[config.mk]
export PLATFORM = sky130hd
export DESIGN_NAME = n101_uart_tx
export DESIGN_NICKNAME = d
export VERILOG_FILES = /design/src/rtl/n101_uart_pkg.sv /design/src/rtl/n101_uart_baud_cnt.sv /design/src/rtl/n101_uart_tx.sv
export SDC_FILE = /design/constraint.sdc
export NUM_CORES = 1
export LEC_CHECK = 0
export CORE_ASPECT_RATIO = 1.4
export CORE_MARGIN = 10
export CORE_UTILIZATION = 41
export CTS_CLUSTER_DIAMETER = 100
export DETAILED_ROUTE_END_ITERATION = 16
export PLACE_DENSITY = 0.6
export SYNTH_ARGS = -nofsm -noshare
export SYNTH_HDL_FRONTEND = slang
export SYNTH_HIERARCHICAL = 1
export SYNTH_SLANG_ARGS = --single-unit
[constraint.sdc]
create_clock -name clock -period 2.3 [get_ports clock]
set_input_delay 0.345 -clock clock [delete_from_list [all_inputs] [get_ports clock]]
set_output_delay 0.345 -clock clock [all_outputs]
set_load 0.005 [all_outputs]
[src/rtl/n101_uart_pkg.sv]
// Shared definitions for the n101 UART blocks: state encoding, frame lengths and
// default widths.
package n101_uart_pkg;

  localparam int unsigned UART_DATA_W = 8;
  localparam int unsigned UART_DIV_W  = 16;

  // Frame length in bit periods: start + 8 data + stop bit(s).
  localparam logic [3:0] UART_FRAME_1STOP = 4'd10;
  localparam logic [3:0] UART_FRAME_2STOP = 4'd11;

  localparam logic UART_IDLE  = 1'b0;
  localparam logic UART_SHIFT = 1'b1;

  typedef enum logic {
    StIdle  = UART_IDLE,
    StShift = UART_SHIFT
  } uart_state_e;

  // Number of bit periods in a frame for the selected stop-bit count.
  function automatic logic [3:0] uart_frame_len(input logic nstop);
    return nstop ? UART_FRAME_2STOP : UART_FRAME_1STOP;
  endfunction

endpackage

[src/rtl/n101_uart_baud_cnt.sv]
// Loadable baud down-counter. Ticks on the last cycle of each bit period and
// reloads itself from reload_val so consecutive bits need no extra load.
module n101_uart_baud_cnt #(
  parameter int unsigned DIV_W = 16
) (
  input  logic             clock,
  input  logic             reset_n,
  input  logic             load,
  input  logic [DIV_W-1:0] load_val,
  input  logic             run,
  input  logic [DIV_W-1:0] reload_val,
  output logic             tick
);

  logic [DIV_W-1:0] cnt_q, cnt_d;

  assign tick = run & (cnt_q == '0);

  // Next count: explicit load wins, otherwise count down and wrap to the reload value.
  always_comb begin
    cnt_d = cnt_q;
    if (load) begin
      cnt_d = load_val;
    end else if (run) begin
      if (cnt_q != '0) begin
        cnt_d = cnt_q - 1'b1;
      end else begin
        cnt_d = reload_val;
      end
    end
  end

  // Counter state register.
  always_ff @(posedge clock or negedge reset_n) begin
    if (!reset_n) begin
      cnt_q <= '0;
    end else begin
      cnt_q <= cnt_d;
    end
  end

endmodule

[src/rtl/n101_uart_tx.sv]
// UART transmit serializer. Pops one byte per frame from the TX queue and
// shifts out an 8N1/8N2 frame, LSB first, at io_div+1 clocks per bit.
module n101_uart_tx
  import n101_uart_pkg::*;
#(
  parameter int unsigned DIV_W  = UART_DIV_W,
  parameter int unsigned DATA_W = UART_DATA_W
) (
  input  logic              clock,
  input  logic              reset_n,
  input  logic              io_en,
  input  logic [DIV_W-1:0]  io_div,
  input  logic              io_nstop,
  input  logic              io_in_valid,
  output logic              io_in_ready,
  input  logic [DATA_W-1:0] io_in_bits,
  output logic              io_txd,
  output logic              io_busy
);

  localparam int unsigned ShiftW = DATA_W + 3;

  uart_state_e       state_q;
  logic [ShiftW-1:0] shift_q;
  logic [3:0]        bitcnt_q;
  logic [DIV_W-1:0]  div_q;
  logic              accept;
  logic              bit_tick;

  // Ready is gated by reset_n so nothing is popped while reset is held.
  assign io_in_ready = (state_q == StIdle) & io_en & reset_n;
  assign accept      = io_in_valid & io_in_ready;

  // The shifter idles at all-ones and is refilled with ones, so txd is the
  // register bit itself and sits high between frames.
  assign io_txd  = shift_q[0];
  assign io_busy = (state_q == StShift);

  n101_uart_baud_cnt #(
    .DIV_W (DIV_W)
  ) u_baud_cnt (
    .clock      (clock),
    .reset_n    (reset_n),
    .load       (accept),
    .load_val   (io_div),
    .run        (io_busy),
    .reload_val (div_q),
    .tick       (bit_tick)
  );

  // Handshake FSM with shift register, bit counter and latched divisor.
  always_ff @(posedge clock or negedge reset_n) begin
    if (!reset_n) begin
      state_q  <= StIdle;
      shift_q  <= '1;
      bitcnt_q <= '0;
      div_q    <= '0;
    end else begin
      unique case (state_q)
        StIdle: begin
          if (accept) begin
            // {stop, stop/fill, data, start}; the start bit leaves first.
            shift_q  <= {2'b11, io_in_bits, 1'b0};
            bitcnt_q <= uart_frame_len(io_nstop);
            div_q    <= io_div;
            state_q  <= StShift;
          end
        end
        StShift: begin
          if (bit_tick) begin
            shift_q  <= {1'b1, shift_q[ShiftW-1:1]};
            bitcnt_q <= bitcnt_q - 4'd1;
            if (bitcnt_q == 4'd1) begin
              state_q <= StIdle;
            end
          end
        end
        default: state_q <= StIdle;
      endcase
    end
  end

endmodule

; ---- Word level (Yosys, flattened, before mapping)
; Cells that the tools add are included.
[op_classes]
n_reduce_logical = 5
n_bitwise = 5
n_addsub = 2
muxes = 14
eq_ne = 3
[op_table]
columns = cell, count
row1 = 16-bit two-way mux, 3
row2 = 11-bit two-way mux, 2
row3 = 11-bit one-hot mux with 2 select lines, 1
row4 = 16-bit zero test, 1
row5 = 16-bit nonzero test, 1
row6 = "16-bit by 1-bit subtractor with 16-bit output, second input constant", 1
row7 = 4-bit two-way mux, 2
row8 = 4-bit one-hot mux with 2 select lines, 1
row9 = 1-bit AND, 4
row10 = "4-bit by 1-bit == test with 1-bit output, second input constant", 1
row11 = 1-bit two-way mux, 4
row12 = 2-bit AND reduction, 2
row13 = "4-bit by 1-bit subtractor with 4-bit output, second input constant", 1
row14 = "2-bit by 1-bit != test with 1-bit output, second input constant", 1
row15 = "2-bit != test, second input constant", 1
row16 = 1-bit one-hot mux with 2 select lines, 1
row17 = 2-bit nonzero test, 1
row18 = 1-bit inverter, 1
[totals]
wordCells = 34
regBits = 48

; ---- Logic depth before layout (Yosys ltp)
[logic_depth]
ltp_word = 6
depth_mapped = 11
depth_no_buf = 8

; ---- Cells and area by module
; The synthesis kept the hierarchy.
[modules_own_cells]
columns = mod, cells_each, instances, area_per_inst_um2
row1 = n101_uart_tx, 132, 1, 1367.6
row2 = n101_uart_baud_cnt, 153, 1, 1277.5

; ---- Least setup slack after synthesis
; OpenSTA, ideal clock, no wires.
[synth_path]
path_kind = register to register
startpoint = register u_baud_cnt.cnt_q[0]
endpoint = register bitcnt_q[3]
n_path_buf = 1
stages_incl_launch_ff = 10
synth_period_minus_slack_ps = 2273
arrival_time_ps = 2193
required_time_ps = 2221
setup_ps = 79
setup_slack_ps = 27
cell_sequence = dfrtp_1 -> inv_1 -> ha_1 -> nor4b_2 -> nand4_2 -> clkbuf_1 -> nor2_1 -> nand2_1 -> nor4_2 -> mux2i_1
[synth_between]
elab_chain_cells = 4
[synth_lines]
columns = item, line_no
row1 = start: declaration, n101_uart_baud_cnt.sv:15  ; logic [DIV_W-1:0] cnt_q, cnt_d;
row2 = start signal: assignment, n101_uart_baud_cnt.sv:38  ; cnt_q <= cnt_d;
row3 = 16-bit zero test, n101_uart_baud_cnt.sv:17  ; assign tick = run & (cnt_q == '0);
row4 = 1-bit AND, n101_uart_baud_cnt.sv:17
row5 = via bit_tick, n101_uart_tx.sv:28  ; logic bit_tick;
row6 = 2-bit by 1-bit != test with 1-bit output (no source line), --
row7 = 2-bit AND reduction (no source line), --
row8 = end signal: assignment, n101_uart_tx.sv:64  ; bitcnt_q <= uart_frame_len(io_nstop);
row9 = end signal: assignment, n101_uart_tx.sv:72  ; bitcnt_q <= bitcnt_q - 4'd1;
row10 = end: declaration, n101_uart_tx.sv:25  ; logic [3:0] bitcnt_q;
; The timed path passes the listed nets, and every way through them passes these cells.
; A chain may end at the register's enable or synchronous reset.

; ---- Final worst setup path
[layout_path]
startpoint = register u_baud_cnt.cnt_q[1]
endpoint = register u_baud_cnt.cnt_q[2]
[layout_between]
elab_chain_cells = 4
elab_cells_between_ends = 5
cone_classes = 1 x add/sub / 3 x mux / 1 x reduce/logical
[layout_lines]
columns = item, line_no
row1 = 16-bit by 1-bit subtractor with 16-bit output / 16-bit nonzero test (equally long branches), "n101_uart_baud_cnt.sv:26, n101_uart_baud_cnt.sv:25"
row2 = 16-bit two-way mux *, n101_uart_baud_cnt.sv:25  ; if (cnt_q != '0) begin
row3 = 16-bit two-way mux *, n101_uart_baud_cnt.sv:24  ; end else if (run) begin
row4 = 16-bit two-way mux *, n101_uart_baud_cnt.sv:22  ; if (load) begin
; Every way passes the cells marked *; elsewhere a longest branch is shown, timed or not. The select of a mux whose other input is x is not followed.

==> impl_results.md <==
- Status: finished clean
- Via count: 2175
- Final Setup Violations: 0
- # IOs: 32
- First-pass GRT wire length: 10960 µm
- # DRC: 0
- Post-CTS Hold Buffers: 0
- Total core area: 0.006254 mm²
- Worst Max-Slew Pin Slew: 0.7869 ns
- Syn_area_per_cell: 9.281 µm²
- Initial antenna violation count: 0
- Routed met3 length: 233 µm
- Fin nets: 357
- Synth async-reset ratio: 1.000
- RD Place Congestion: 0.8507
- Worst Setup SP: u_baud_cnt/cnt_q[1]
- Final setup margin: 0.2534 ns
- Most used DFF post-synth: dfrtp_1
- Type of the worst min-delay path: in -> async
- Met1 wire length: 2771 µm
- Clock edge transition at the registers on the reported setup and hold paths: 0.09 ns
- Seq/Total Area, Yosys: 0.4395
- CTS HTree Levels: 2
- Largest net degree at the start of global routing: 47
- Tcrit/Tclk final: 0.8898
- CTS Buf Count: 5
- FF+latch count, synth: 46
- Initial core utilization: 0.4230
- Post-route ant nets: 0
- Post-DR wirelength/cell: 15.81 µm
- FF-to-FF path depth: 8
- Total die area: 0.01011 mm²
- Max-slew violations: 0
- Worst-skew pair later-pin latency: 0.30 ns
- Crit-path max FO: 24
- Worst reg2reg path endpoint: u_baud_cnt/cnt_q[2]
- Max-cap violations: 0
- Most area-consuming cells after synthesis: dfrtp_1 (35%), dfstp_2 (8.9%), nand2_1 (8.8%)
- Max Freq: 488.6 MHz
- Unrepaired setup endpoints after global routing: false
- Met2 routed WL: 3160 µm
- Die X-Extent: 87.88 µm
- Vias in the first global route: 2290
- Die Y: 115.0 µm
- Synth top area share: 0.3500
- Iter 0 DRT Violations: 174
- CP Launch Type: register
- # diodes: 0
- WP data required: 2.47 ns
- Reg2Reg Setup Slack: 0.25 ns
- Area leader, netlist: dfrtp_1
- Root buf cell: clkbuf_8
- Cell area after synthesis: 0.002645 mm²
- Ys Warns: 6
- Cells after Synth: 285
- Hpwl dp: 4476 µm
- Setup_tns: 0 ns
- Via density: 5.479
- Total GRT Usage: 0.1331
- Final hold violations: 0
- Leak: 1.464 nW
- Router iterations before antenna repair: 4
- Worst setup path endpoint: u_baud_cnt/cnt_q[2]
- Setup Crit Path Kind: reg -> reg
- Top routing layer in use: met4
- Final wirelength: 6275 µm
- Layout cells sized above 1: 0.1723
- Pre-CTS WS: 0.09194 ns
- Slew HR: 0.4754
- Post-CTS Repair Setup Buffers: 0
- Worst setup EP type: register
- WHS: 0.2445 ns
- Area Growth Syn to Fin: 20.81%
- EDFF count, synth: 0
- # rows: 34
- CTS tree: yes
- CTS resizes: 0
- IO Port Bufs: 31
- Worst EP arrival: 2.22 ns
- CTS sink count: 46
- Clk buf depth: 2
- PD cells: 812.5 mW/mm²
- Clk_skew: 0.004555 ns
- Worst VDD drop: 0.0004061 V
- Netlist cell types: 49
- Grt ovf: 0
- FF-to-FF Start: u_baud_cnt/cnt_q[1]
- Fin crit period: 2.047 ns
- Net Count, Synth: 318
power by group:
part           internal (mW)  switching (mW)
Sequential             0.970           0.242
Clock                  0.242           0.281
Combinational          0.458           0.403
Total                   1.67           0.926
metrics by stage:
| stage | cells | cell area [µm²] | util | power [mW] |
|---|---|---|---|---|
| 2_1_floorplan | 285 | 2645 | - | 1.753 |
| 3_3_place_gp | 389 | 3089 | 0.4940 | 2.051 |
| 3_5_place_dp | 389 | 3089 | 0.4940 | 2.065 |
| 4_1_cts | 397 | 3184 | 0.5092 | 2.602 |
| 5_1_grt | 397 | 3196 | 0.5110 | 2.777 |
| 6_report | 397 | 3196 | 0.5110 | 2.596 |
layout by cell type (no fill, tap or decap), types with 3 or more instances in the layout:
master           count
nand2_1             62
dfrtp_1             37
clkdlybuf4s50_1     30
o21ai_0             20
a21oi_1             16
buf_4               15
mux2i_1             13
nand3_1             12
nor3b_1             11
nor2_1              10
dfstp_2              9
inv_1                8
o21ai_2              7
clkbuf_8             6
xnor2_1              6
and3_1               4
ha_1                 4
o21ai_1              3
a21oi_2              3
nor2b_1              3
nor3_1               3
area by class of cell:
type / instances / area [µm²]
fillers: 588 / 3058
flip-flops and latches: 46 / 1162
repair buffers: 47 / 437.9
inverters: 9 / 33.78
clock inverters: 2 / 12.51
well taps: 72 / 90.09
multi-input cells: 215 / 1376
clock buffers: 6 / 82.58
routing by layer:
layer	global-route usage	vias to the layer above
met5	0	-
met1	0.1552	1039
met2	0.2315	41
met3	0.02689	8
li1	-	1087
met4	0.05011	0
sequential cells by signal (all words and copies together), names as in the netlist:
signal            cells
div_q                16
shift_q               9
u_baud_cnt/cnt_q     16
bitcnt_q              4
io_busy               1
Yosys cell counts, types with 6 or more instances:
cell / n
a21oi_1: 16
clkbuf_1: 8
dfrtp_1: 37
dfstp_2: 9
inv_1: 8
mux2i_1: 13
nand2_1: 62
nand3_1: 12
nor2_1: 11
nor3b_1: 11
o21ai_0: 20
o21ai_2: 7
xnor2_1: 6
logic make-up (layout without fill, tap and decap cells):
kind of cell | after synthesis | count (layout) | synth area share
compound gates | 67 | 67 | 0.1656
xor+xnor | 8 | 8 | 0.02649
fa+ha+maj | 4 | 4 | 0.01892
buf+inv | 24 | 64 | 0.04446
flops | 46 | 46 | 0.4395
mux | 13 | 13 | 0.04919
simple gates | 123 | 123 | 0.2559
critical path: stages, from the launching register on:
cell,delay (ns)
dfrtp_1,0.41
inv_1,0.10
ha_1,0.20
nor4b_4,0.30
nand4_2,0.16
buf_4,0.26
nor4bb_1,0.17
a221oi_1,0.22
o21ai_1,0.11
how the worst min path moves through the flow:
stage                     cells after the start  startpoint                  end
after floorplan                               0     reset_n          bitcnt_q[0]
after global placement                        2    div_q[5]             div_q[5]
after detailed placement                      2    div_q[3]             div_q[3]
after CTS                                     2     reset_n  u_baud_cnt/cnt_q[4]
after global routing                          2     reset_n  u_baud_cnt/cnt_q[4]
final                                         2     reset_n  u_baud_cnt/cnt_q[4]
Note: power is estimated with default switching activity, not from simulation.
